--- config.mk ---
export PLATFORM = sky130hd
export DESIGN_NAME = instr_fetch
export DESIGN_NICKNAME = d
export VERILOG_FILES = /design/src/rtl/instr_fetch.sv
export SDC_FILE = /design/constraint.sdc
export NUM_CORES = 1
export LEC_CHECK = 0
export ABC_AREA = 1
export ABC_CLOCK_PERIOD_IN_PS = 2520
export CORE_MARGIN = 1.5
export CORE_UTILIZATION = 55
export DETAILED_ROUTE_END_ITERATION = 12
export PLACE_DENSITY = 0.94
export SLEW_MARGIN = 20
export SYNTH_ARGS = -nofsm -noshare
export SYNTH_HDL_FRONTEND = slang
export SYNTH_SLANG_ARGS = --single-unit
export TNS_END_PERCENT = 1
--- constraint.sdc ---
create_clock -name clk -period 2.52 [get_ports clk]
set_input_delay 0.504 -clock clk [delete_from_list [all_inputs] [get_ports clk]]
set_output_delay 0.504 -clock clk [all_outputs]
set_load 0.02 [all_outputs]
--- src/rtl/instr_fetch.sv ---
// instr_fetch: fetch stage for the 8-bit mini CPU.
// Owns the 4-bit program counter, fetches instruction words over a req/ack
// handshake, buffers them in a small FIFO and hands them to decode over
// valid/ready. A redirect flushes everything and restarts at redirect_pc.
//
// Build option: define FETCH_PREFETCH_EN for a 2-entry prefetch queue that
// keeps fetching while decode stalls; without it a single-entry buffer is used
// and no request is issued while an instruction is held.
//
// state   | meaning
// --------+-----------------------------------------------------------
// IDLE    | no memory request outstanding
// WAIT    | request outstanding, the returned word will be queued
// DISCARD | request outstanding, the returned word will be dropped
module instr_fetch #(
  parameter logic [3:0] RESET_PC = 4'h0
) (
  input  logic       clk,
  input  logic       reset,
  output logic       imem_req,
  output logic [3:0] imem_addr,
  input  logic       imem_ack,
  input  logic [7:0] imem_rdata,
  output logic [7:0] instr,
  output logic [3:0] instr_pc,
  output logic       instr_valid,
  input  logic       instr_ready,
  input  logic       redirect,
  input  logic [3:0] redirect_pc
);

`ifdef FETCH_PREFETCH_EN
  localparam logic [1:0] DEPTH = 2'd2;
`else
  localparam logic [1:0] DEPTH = 2'd1;
`endif

  typedef enum logic [1:0] {
    IDLE    = 2'd0,
    WAIT    = 2'd1,
    DISCARD = 2'd2
  } state_t;

  state_t     state, state_nx;
  logic [1:0] count, count_nx, cnt_pop;
  logic [3:0] fetch_pc, fetch_pc_nx;
  logic [3:0] addr_nx;
  logic [7:0] q_instr    [0:1];
  logic [3:0] q_pc       [0:1];
  logic [7:0] q_instr_nx [0:1];
  logic [3:0] q_pc_nx    [0:1];
  logic       pop, push;

  // Head of the queue is entry 0; outputs come straight from its flops.
  assign instr    = q_instr[0];
  assign instr_pc = q_pc[0];

  // Queue bookkeeping: pop first, then push behind whatever remains.
  always_comb begin
    pop        = instr_valid && instr_ready;
    // WAIT implies imem_req is high, so a stray ack in other states is ignored.
    push       = (state == WAIT) && imem_ack && !redirect;
    cnt_pop    = pop ? (count - 2'd1) : count;
    q_instr_nx = q_instr;
    q_pc_nx    = q_pc;
    if (pop) begin
      q_instr_nx[0] = q_instr[1];
      q_pc_nx[0]    = q_pc[1];
    end
    if (push) begin
      if (cnt_pop == 2'd0) begin
        q_instr_nx[0] = imem_rdata;
        q_pc_nx[0]    = imem_addr;
      end else begin
        q_instr_nx[1] = imem_rdata;
        q_pc_nx[1]    = imem_addr;
      end
    end
    // A redirect flushes after any same-cycle pop has been handed to decode.
    count_nx = redirect ? 2'd0 : (cnt_pop + {1'b0, push});
  end

  // Next-state, next fetch PC and next request address.
  always_comb begin
    state_nx    = state;
    fetch_pc_nx = fetch_pc;
    addr_nx     = imem_addr;
    case (state)
      IDLE: begin
        if (redirect) begin
          // New request goes out on the following edge.
          fetch_pc_nx = redirect_pc;
        end else if (cnt_pop < DEPTH) begin
          state_nx = WAIT;
          addr_nx  = fetch_pc;
        end
      end
      WAIT: begin
        if (imem_ack) begin
          if (redirect) begin
            state_nx    = IDLE;
            fetch_pc_nx = redirect_pc;
          end else begin
            fetch_pc_nx = fetch_pc + 4'd1;
            if (count_nx < DEPTH) begin
              // Back-to-back request keeps imem_req high.
              addr_nx = fetch_pc + 4'd1;
            end else begin
              state_nx = IDLE;
            end
          end
        end else if (redirect) begin
          // imem_addr must stay stable until the stale response arrives.
          state_nx    = DISCARD;
          fetch_pc_nx = redirect_pc;
        end
      end
      DISCARD: begin
        if (redirect) begin
          fetch_pc_nx = redirect_pc;
        end
        if (imem_ack) begin
          state_nx = IDLE;
        end
      end
      default: state_nx = IDLE;
    endcase
  end

  // State, queue and registered outputs; reset wins over every other input.
  always_ff @(posedge clk) begin
    if (reset) begin
      state       <= IDLE;
      count       <= 2'd0;
      fetch_pc    <= RESET_PC;
      imem_addr   <= RESET_PC;
      imem_req    <= 1'b0;
      instr_valid <= 1'b0;
      q_instr[0]  <= 8'h00;
      q_instr[1]  <= 8'h00;
      q_pc[0]     <= 4'h0;
      q_pc[1]     <= 4'h0;
    end else begin
      state       <= state_nx;
      count       <= count_nx;
      fetch_pc    <= fetch_pc_nx;
      imem_addr   <= addr_nx;
      imem_req    <= (state_nx != IDLE);
      instr_valid <= (count_nx != 2'd0);
      q_instr[0]  <= q_instr_nx[0];
      q_instr[1]  <= q_instr_nx[1];
      q_pc[0]     <= q_pc_nx[0];
      q_pc[1]     <= q_pc_nx[1];
    end
  end

endmodule

=== Yosys cells after proc, flatten, opt, wreduce, memory -nomap -nowiden ===
Cells that the tools add are included.

* Flip-flop bits (word level): 38
* Bits in latches: 0
* RAM bits: 0
* ROM bits: 0
* Bits of input ports: 17
* Output and inout port bits: 18
* Logic and storage cells: 64
* Memories: 0

* Add/subtract/negate cells: 3
* $mul: 0
* Divide/modulo/power cells: 0
* Magnitude comparators: 2
* Equality and inequality tests: 7
* Shift-type cells: 0
* Mux-type cells: 28
* Bitwise logic cells: 1
* Reduce and logical (&&, ||, !) cells: 13

{| class="wikitable"
|+ Operators by type and width
! kind !! number
|-
| 2-to-1 mux 4 bit || 11
|-
| 2-to-1 mux 8 bit || 4
|-
| 2-to-1 mux 2 bit || 9
|-
| 2-to-1 mux 16 bit || 1
|-
| one-hot mux 4 bit (2 select lines) || 2
|-
| inequality test 2 bit, second input constant || 4
|-
| nonzero test 2 bit || 4
|-
| one-hot mux 2 bit (3 select lines) || 1
|-
| AND reduction 6 bit || 1
|-
| adder 4 x 1 -> 4 bit, second input constant || 1
|-
| logical NOT 2 bit || 2
|-
| less-than comparator 2 x 1 -> 1 bit, second input constant || 2
|-
| logical AND 1 bit || 3
|-
| adder 2 x 1 -> 2 bit || 1
|-
| equality test 2 x 1 -> 1 bit, second input constant || 1
|-
| equality test 2 bit, second input constant || 1
|-
| inequality test 2 x 1 -> 1 bit, second input constant || 1
|-
| AND reduction 2 bit || 1
|-
| OR reduction 2 bit || 1
|-
| subtractor 2 x 1 -> 2 bit, second input constant || 1
|-
| logical NOT 1 bit || 1
|-
| inverter 1 bit || 1
|}

=== Logic depth before layout (Yosys ltp) ===
Gate-level depths: netlist (run 1).

* Depth after elaboration: 11
* Depth in mapped cells: 16
* Depth with buffers taken out: 16

=== Least setup slack after synthesis (run 1) ===
Ideal clock, no wire load.

* Path type: register to register
* From: register instr_valid
* To: register imem_addr[0]
* Setup time: 113 ps
* Arrival: 1,689 ps
* Data required time: 2,407 ps
* Path slack: 718 ps
* Cell stages (with the launch flop): 17
* Path buffers: 0
* Clock period less this slack: 1,802 ps
* Cells stage by stage: dfxtp_1 > nand2_1 > nand2_2 > nand2_1 > ha_1 > inv_1 > nand2_1 > nand2_1 > nand2_1 > nand2_1 > nand2_2 > nand2_1 > nand2_2 > nand2_1 > nand2_1 > nand2_1 > nor2_1

* Cells in the longest elaborated chain, start to end: 7
* Elaborated cells between the ends (all ways): 9
* Classes of those cells: 1 x add/sub; 2 x order compare; 2 x eq/ne; 2 x mux; 2 x reduce/logical

{| class="wikitable"
|+ Ends and longest elaborated chain
! what !! line !! RTL
|-
| from (decl) || 26 || <nowiki>output logic instr_valid,</nowiki>
|-
| from (signal assigned) || 149 || <nowiki>instr_valid <= (count_nx != 2'd0);</nowiki>
|-
| logical AND 1 bit * || 60 || <nowiki>pop = instr_valid && instr_ready;</nowiki>
|-
| 2-to-1 mux 2 bit * || 63 || <nowiki>cnt_pop = pop ? (count - 2'd1) : count;</nowiki>
|-
| adder 2 x 1 -> 2 bit || 80 || <nowiki>count_nx = redirect ? 2'd0 : (cnt_pop + {1'b0, push});</nowiki>
|-
| 2-to-1 mux 2 bit || 80 ||
|-
| less-than comparator 2 x 1 -> 1 bit || 105 || <nowiki>if (count_nx < DEPTH) begin</nowiki>
|-
| inequality test 2 x 1 -> 1 bit (no line) || -- ||
|-
| AND reduction 6 bit (no line) * || -- ||
|-
| to (signal assigned) || 147 || <nowiki>imem_addr <= addr_nx;</nowiki>
|-
| to (decl) || 21 || <nowiki>output logic [3:0] imem_addr,</nowiki>
|}

Mark *: on every way between the ends. The rest lies on a longest branch, timed or not.
A chain may end at the register's enable or synchronous reset.

=== Worst setup path after layout (run 1) ===
* From: input port imem_ack
* To: register imem_addr[0]

* Cells in the longest elaborated chain, start to end: 7
* Elaborated cells between the ends (all ways): 8
* Classes of those cells: 1 x add/sub; 1 x order compare; 2 x eq/ne; 1 x mux; 3 x reduce/logical

{| class="wikitable"
|+ Ends and longest elaborated chain
! what !! line !! RTL
|-
| from (decl) || 22 || <nowiki>input logic imem_ack,</nowiki>
|-
| logical AND 1 bit (2 in a row) || 62 || <nowiki>push = (state == WAIT) && imem_ack && !redirect;</nowiki>
|-
| adder 2 x 1 -> 2 bit || 80 ||
|-
| 2-to-1 mux 2 bit || 80 ||
|-
| less-than comparator 2 x 1 -> 1 bit || 105 ||
|-
| inequality test 2 x 1 -> 1 bit (no line) || -- ||
|-
| AND reduction 6 bit (no line) * || -- ||
|}

Marks and branches as above.

==> results.md, run 1 <==
* Status: finished clean
* Seq cells post-synth at 38
* Power per cell area at ~520 nW/um2
* Finish-stage setup viols at 0
* Layout cell share with drive strength beyond 1 at 0.107
* Multi-input logic area at ~880 um2
* Initial DRC count at 96
* Number of antenna violations at the first check in global routing at 0
* Largest net degree at the start of global routing at 25
* Met3 wire len at 178 um
* Storage element area at between 700 and 800 um2
* Port Buffers at 34
* Via-to-Cell Ratio at 5.27
* FMAX at ~490 MHz
* Post-route cell area at 2210 um2
* Slew @ Worst Pin at around 460 ps
* Arrival time at the worst endpoint at about 2300 ps
* Core ar. at approximately 3100 um2
* RSZ-0062 raised after global routing: false
* Vias at 1708
* GRT Residual Overflow at 0
* DR WL met2 at 1.98 mm
* Avg Inst Size Synth at 7.33 um2
* Top FF cell, synth: dfxtp_1
* Total global-route track usage at 0.229
* R2r setup slk at around 640 ps
* Placed cell count at 317
* Filler cells at 256
* CP cell instances: clkdlybuf4s50_1 > nand2_1 > nor2_4 > ha_1 > inv_1 > nand2_1 > nand2_1 > nand2_1 > nand2_1 > nand2_2 > nand2_1 > nand2_2 > nand2_1 > nand2_1 > nand2_1 > nor2_1
* DIE WIDTH at between 60 and 70 um
* # hold bufs at CTS at 0
* Pins over their slew limit at 0
* Leakage at between 0.8 and 0.9 nW
* Synthesis-to-finish area growth at 19.1%
* Crit path largest cell delay at around 480 ps
* Crit path time final at about 2000 ps
* Die span in y at about 60 um
* # clock sinks at 38
* Top cell type's share of synthesized area at 0.410
* Synth warnings at 0
* Netlist Area Pre-Place at between 1500 and 2000 um2
* Seq pwr share at 0.565
* Clock slew at reported path FFs at ~110 ps
* Antenna Nets Post-Route at 0
* Antenna diodes at 0
* WP data required at between 2000 and 3000 ps
* Hold Crit Class: reg2reg
* Sequential share of the synthesized area at 0.410
* Crit Path Max Fanout at 7
* Internal Power at between 800 and 900 uW
* Maximum clock path buffer count at 2
* Switching share of power at 0.283
* IO Count at 35
* NumNets Final at 299
* Synth area leaders: dfxtp_1 (41%), nand2_1 (9.1%), o21ai_0 (7.0%)
* Slew headroom at 0.692
* Final period util at 0.809
* Most frequent cell after synthesis: nand2_1
* CP Capture Type: register
* Mean routed wirelength per cell at 12.0 um
* Clk_lat worst skew at between 300 and 400 ps
* Vias in the first global route at 1447
* FFs w/ async S/R, synth at 0
* First-pass DRT Iterations at 4
* Synth cell count leaders: nand2_1 (45), dfxtp_1 (38), nor2_1 (34)
* CTS tree: built
* Number of synthesized flops with an enable pin at 0
* Postcts setup bufs at 0
* Routability cong. at 0.868
* Clock group share of total power at 0.257
* Initial Util at 0.593
* H-tree Lvls at 2
* Final setup TNS at 0 ps
* WL met1 at 1.70 mm
* CP dominant cell by count: nand2_1
* First-pass GRT wire length at 6.35 mm
* Residual DRC count at 0
* Post-Place Cell Area at roughly 2200 um2
* Psw at roughly 320 uW
* Clock root buffer: clkbuf_4
* Post-DP HPWL at 2.73 mm
* Peak VDD IR at roughly 0.00026 V
* Combinational Power Share at 0.177
* CP max stage cell: clkdlybuf4s50_1
* Area leader, netlist: dfxtp_1
* Row count at 20
* TritonCTS buffer count at 5
* Die ar. at 3730 um2
* Startpoint types: input port
* Critical path class: in2reg
* Fin cells at about 320
* PostCTS Resize Cnt at 0
* Final wirelength at 3.89 mm
* Cell variety after synth at 26
* Max Used Layer: met4
* Post-route clock skew at slightly below 6 ps
* Syn_nets at ~270
* Max-cap viol count at 0
* Gate Count Post-Synth at roughly 250
* Final Hold Vio Count at 0
-- power by group through the flow --
stage	combinational [mW]	clock (mW)	sequential (mW)
after floorplan	0.119	0	0.663
after global placement	0.199	0	0.658
after detailed placement	0.201	0	0.658
after CTS	0.202	0.299	0.645
after global routing	0.223	0.327	0.649
final	0.202	0.293	0.645
-- logic make-up after synthesis --
logic type                 Yosys count  synth area share
AOI/OAI and AO/OA                   61             0.182
xor gates and xnor gates             3            0.0142
adders and majority gates            2            0.0135
buffers and inverters               39             0.115
DFF                                 38             0.410
and+or+nand+nor                    110             0.265
-- layout make-up --
| cell class | count | share of cell area |
|---|---|---|
| multi-input cells | 176 | 0.399 |
| flip-flops and latches | 38 | 0.344 |
| repair buffers | 42 | 0.181 |
| inverters | 17 | 0.0289 |
| well taps | 44 | 0.0249 |
| clock buffers | 5 | 0.0170 |
| clock inverters | 2 | 0.00453 |
-- worst paths after layout --
kind | depth (start not counted) | startpoint | to
setup / recovery | 16 | imem_ack | imem_addr[0]$_SDFFE_PP0P_
hold / removal | 2 | instr[3]$_SDFF_PP0_ | instr[3]$_SDFF_PP0_
setup reg to reg | 17 | instr_valid$_SDFF_PP0_ | imem_addr[0]$_SDFFE_PP0P_
hold reg to reg | 2 | instr[3]$_SDFF_PP0_ | instr[3]$_SDFF_PP0_
-- metrics by stage --
stage	hold WS [ps]	worst slack, ps	util	total power, mW
6_report	484	482	0.706	1.14
3_3_place_gp	463	218	0.691	0.857
2_1_floorplan	453	718	-	0.782
5_1_grt	509	223	0.706	1.20
3_5_place_dp	471	149	0.691	0.859
4_1_cts	487	481	0.706	1.15
-- registers in the layout, summed over array words and instances (netlist names) --
name and cells:
state 2, instr 8, q_instr 8, instr_valid 1, count 2, instr_pc 4
imem_req 1, fetch_pc 4, q_pc 4, imem_addr 4
-- cell usage in the layout (no fill, tap or decap) --
cell type | netlist | final
nor2_2 | 2 | 2
a31oi_1 | 13 | 13
o21ai_0 | 26 | 26
clkbuf_4 | 0 | 5
o211ai_1 | 1 | 1
nand3_4 | 1 | 1
xor2_1 | 2 | 2
dfxtp_1 | 38 | 38
nand3_1 | 19 | 19
buf_4 | 13 | 8
inv_2 | 6 | 6
nor2_4 | 2 | 2
clkdlybuf4s50_1 | 0 | 34
nor2_1 | 34 | 34
o21ai_1 | 8 | 8
a21oi_4 | 1 | 1
o21a_1 | 1 | 1
nand3b_1 | 3 | 3
nor4_1 | 1 | 1
a21oi_1 | 11 | 11
inv_1 | 11 | 11
clkinv_2 | 0 | 2
ha_1 | 2 | 2
xnor2_1 | 1 | 1
nand2_1 | 45 | 45
nand2_2 | 3 | 3
-- worst max-delay path: cells and delay by family --
| family | cells | cell delay [ps] |
|---|---|---|
| buffers and inverters | 2 | 520 |
| adders and majority gates | 1 | 180 |
| and+or+nand+nor | 13 | 1110 |
-- layer usage --
layer  vias up  GRT usage
met4         0     0.0745
met1       776      0.281
met5         -          0
li1        883          -
met3         4     0.0546
met2        45      0.394
Power figures use the tool's default switching activity.
==> run 2: changes to the inputs <==
--- a/config.mk
+++ b/config.mk
@@ -6,11 +6,11 @@
 export NUM_CORES = 1
 export LEC_CHECK = 0
 export ABC_AREA = 1
-export ABC_CLOCK_PERIOD_IN_PS = 2520
+export ABC_CLOCK_PERIOD_IN_PS = 1700
 export CORE_MARGIN = 1.5
-export CORE_UTILIZATION = 55
+export CORE_UTILIZATION = 46
 export DETAILED_ROUTE_END_ITERATION = 12
-export PLACE_DENSITY = 0.94
+export PLACE_DENSITY = 0.85
 export SLEW_MARGIN = 20
 export SYNTH_ARGS = -nofsm -noshare
 export SYNTH_HDL_FRONTEND = slang
==> constraint.sdc (replaced) <==
create_clock -name clk -period 1.7 [get_ports clk]
set_input_delay 0.34 -clock clk [delete_from_list [all_inputs] [get_ports clk]]
set_output_delay 0.34 -clock clk [all_outputs]
set_load 0.02 [all_outputs]
==> results.md, run 2 (same netlist as run 1, synthesis figures left out) <==
* Storage element area at 766 um2 (+0.66%)
* FMAX at just over 600 MHz
* Worst path top cell family by delay: buffers and inverters
* Synthesis-to-finish area growth at 33.7%
* Port Buffers at 34 (unchanged)
* Largest net degree at the start of global routing at 32 (+28%)
* Residual DRC count at 0 (unchanged)
* H-tree Lvls at 2 (unchanged)
* DIE WIDTH at 66.5 um (+8.9%)
* Hold Crit Class: reg2reg
* Post-DP HPWL at 2.95 mm (+7.8%)
* Internal Power at 1.41 mW (+73%)
* Fin util at 0.657 (-0.0487)
* Total global-route track usage at 0.206 (-0.0222)
* WP data required at 1360 ps (-1450 ps)
* CP Capture Type: output port
* Layout cell share with drive strength beyond 1 at 0.219 (+0.112)
* Crit Path Max Fanout at 4 (-3)
* Number of antenna violations at the first check in global routing at 0 (unchanged)
* RSZ-0062 raised after global routing: true
* Commonest cells after routing, fill and taps aside: nand2_1 (37), nor2_1 (34), dfxtp_1 (34)
* Post-route clock skew at 8.29 ps (+2.45 ps)
* Initial DRC count at 127 (+32%)
* Arrival time at the worst endpoint at 1310 ps (-1010 ps)
* Antenna diodes at 0 (unchanged)
* Slew headroom at 0.758 (+0.0667)
* DP Worst Slack at -593 ps (-742 ps)
* # hold bufs at CTS at 0 (unchanged)
* Power per cell area at 783 nW/um2 (+52%)
* CP cell instances: clkdlybuf4s50_1
* NumNets Final at 319 (+6.7%)
* Most common cell after layout, fill and taps aside: nand2_1
* Leakage at 1.01 nW (+18%)
* Mean routed wirelength per cell at 11.9 um (-1.2%)
* GRT Residual Overflow at 0 (unchanged)
* Routability cong. at 0.844 (-2.7%)
* Status: finished clean
* First-pass GRT wire length at 7.08 mm (+11%)
* Seq pwr share at 0.491 (-0.074)
* Startpoint types: register
* Slew @ Worst Pin at 362 ps (-100 ps)
* Crit path time final at between 1500 and 2000 ps
* First-pass DRT Iterations at 4 (unchanged)
* Vias in the first global route at 1702 (+18%)
* IO Count at 35 (unchanged)
* Final wirelength at 4.15 mm (+6.4%)
* Maximum clock path buffer count at 2 (unchanged)
* TritonCTS buffer count at 5 (unchanged)
* Clock root buffer: clkbuf_8
* CTS tree: built
* CP max stage cell: clkdlybuf4s50_1
* Antenna Nets Post-Route at 0 (unchanged)
* Buffers plus inverters on the worst setup path at 1 (-1)
* Die span in y at 66.5 um (+8.9%)
* Crit path largest cell delay at 630 ps (+150 ps)
* Combinational Power Share at 0.174 (-0.003)
* Die ar. at 4420 um2 (+19%)
* Initial Util at 0.492 (-0.101)
* DR WL met2 at 2.14 mm (+7.9%)
* Vias at 1807 (+5.8%)
* Finish-stage setup viols at 0 (unchanged)
* Clk_lat worst skew at 290 ps (-50 ps)
* Switching share of power at 0.272 (-0.0116)
* Max Used Layer: met4
* Row count at 22 (+10%)
* Final period util at 0.972
* Psw at 527 uW (+63%)
* Pins over their slew limit at 0 (unchanged)
* Max-cap viol count at 0 (unchanged)
* Clock group share of total power at 0.335 (+0.078)
* Met3 wire len at 190 um (+6.7%)
* Via-to-Cell Ratio at 5.18 (-1.8%)
* Peak VDD IR at 0.000593 V (+120%)
* Core ar. at 3770 um2 (+21%)
* Filler cells at 333 (+30%)
* WL met1 at 1.79 mm (+5.2%)
* Multi-input logic area at 923 um2 (+4.8%)
* Critical path class: reg2out
* Final hold slack at 480 ps (-4.18 ps)
* # clock sinks at 38 (unchanged)
* Clock slew at reported path FFs at 80 ps (-30 ps)
* Setup WS post-layout at 48.3 ps (-434 ps)
* Final Hold Vio Count at 0 (unchanged)
==> run 2: cell count changes in the layout (fill, tap and decap cells not counted), moves of 2 or more <==
cell / delta
buf_12: +2
buf_4: +18
clkbuf_4: -5
clkbuf_8: +6
clkdlybuf4s50_1: -4
dfxtp_1: -4
dfxtp_2: +4
dlygate4sd2_1: +2
nand2_1: -8
nand2_2: +7
==> run 2: layout make-up <==
type,count,share of cell area
clock buffers,6,0.0333
clock inverters,2,0.00505
inverters,17,0.0257
multi-input cells,176,0.373
flip-flops and latches,38,0.309
well taps,48,0.0242
repair buffers,62,0.230
==> run 2: worst reg2reg max path: cells and delay by family (launching register included) <==
family                   cells  cell delay, ps
adder cells (fa/ha/maj)      1             160
buffers and inverters        2              90
flip-flops                   1             340
AND/OR/NAND/NOR             13             940
==> run 2: what timing repair did <==
item / in CTS / in global routing
resized for setup: 9 / 13
buffers inserted: 2 / 4
endpoints found under the hold margin: 0 / 0
endpoints found under the setup margin: 16 / 19
pin swaps: 4 / 10
==> run 2: through the flow <==
| step | power, mW | cell area, um2 | instances | setup TNS (ps) |
|---|---|---|---|---|
| 4_1_cts | 1.95 | 2430 | 345 | 0 |
| 3_5_place_dp | 1.30 | 2300 | 335 | -10550 |
| 2_1_floorplan | 1.16 | 1860 | 253 | 0 |
| 5_1_grt | 2.03 | 2480 | 349 | -40.8 |
| 3_3_place_gp | 1.29 | 2300 | 335 | -8720 |
| 6_report | 1.94 | 2480 | 349 | 0 |
==> run 2: power by group through the flow <==
stage / Sequential, mW / Combinational (mW) / Clock, mW
global route: 0.958 / 0.372 / 0.703
global placement: 0.972 / 0.316 / 0
CTS: 0.953 / 0.329 / 0.667
floorplan: 0.984 / 0.176 / 0
detailed placement: 0.973 / 0.323 / 0
finish: 0.953 / 0.337 / 0.649
==> run 2: worst paths after layout <==
path                                           startpoint                         to  slack (ps)  depth (start not counted)
worst min-delay path                  instr[5]$_SDFF_PP0_        instr[5]$_SDFF_PP0_         480                          2
worst max register to register        state[1]$_SDFF_PP0_  imem_addr[0]$_SDFFE_PP0P_         130                         16
worst min register to register        instr[5]$_SDFF_PP0_        instr[5]$_SDFF_PP0_         480                          2
worst max-delay path            imem_addr[3]$_SDFFE_PP0P_               imem_addr[3]          50                          1
==> run 2: metal layers <==
layer	global-route usage	up-vias
met4	0.0536	0
met3	0.0557	2
met1	0.227	843
li1	-	923
met2	0.386	39
met5	0	-
==> run 3: changes to the inputs <==
--- a/config.mk
+++ b/config.mk
@@ -6,7 +6,6 @@
 export NUM_CORES = 1
 export LEC_CHECK = 0
 export ABC_AREA = 1
-export ABC_CLOCK_PERIOD_IN_PS = 1700
 export CORE_MARGIN = 1.5
 export CORE_UTILIZATION = 46
 export DETAILED_ROUTE_END_ITERATION = 12
==> results of run 3 <==
Same layout as run 2: the final DEF is identical, and so are final timing and power.
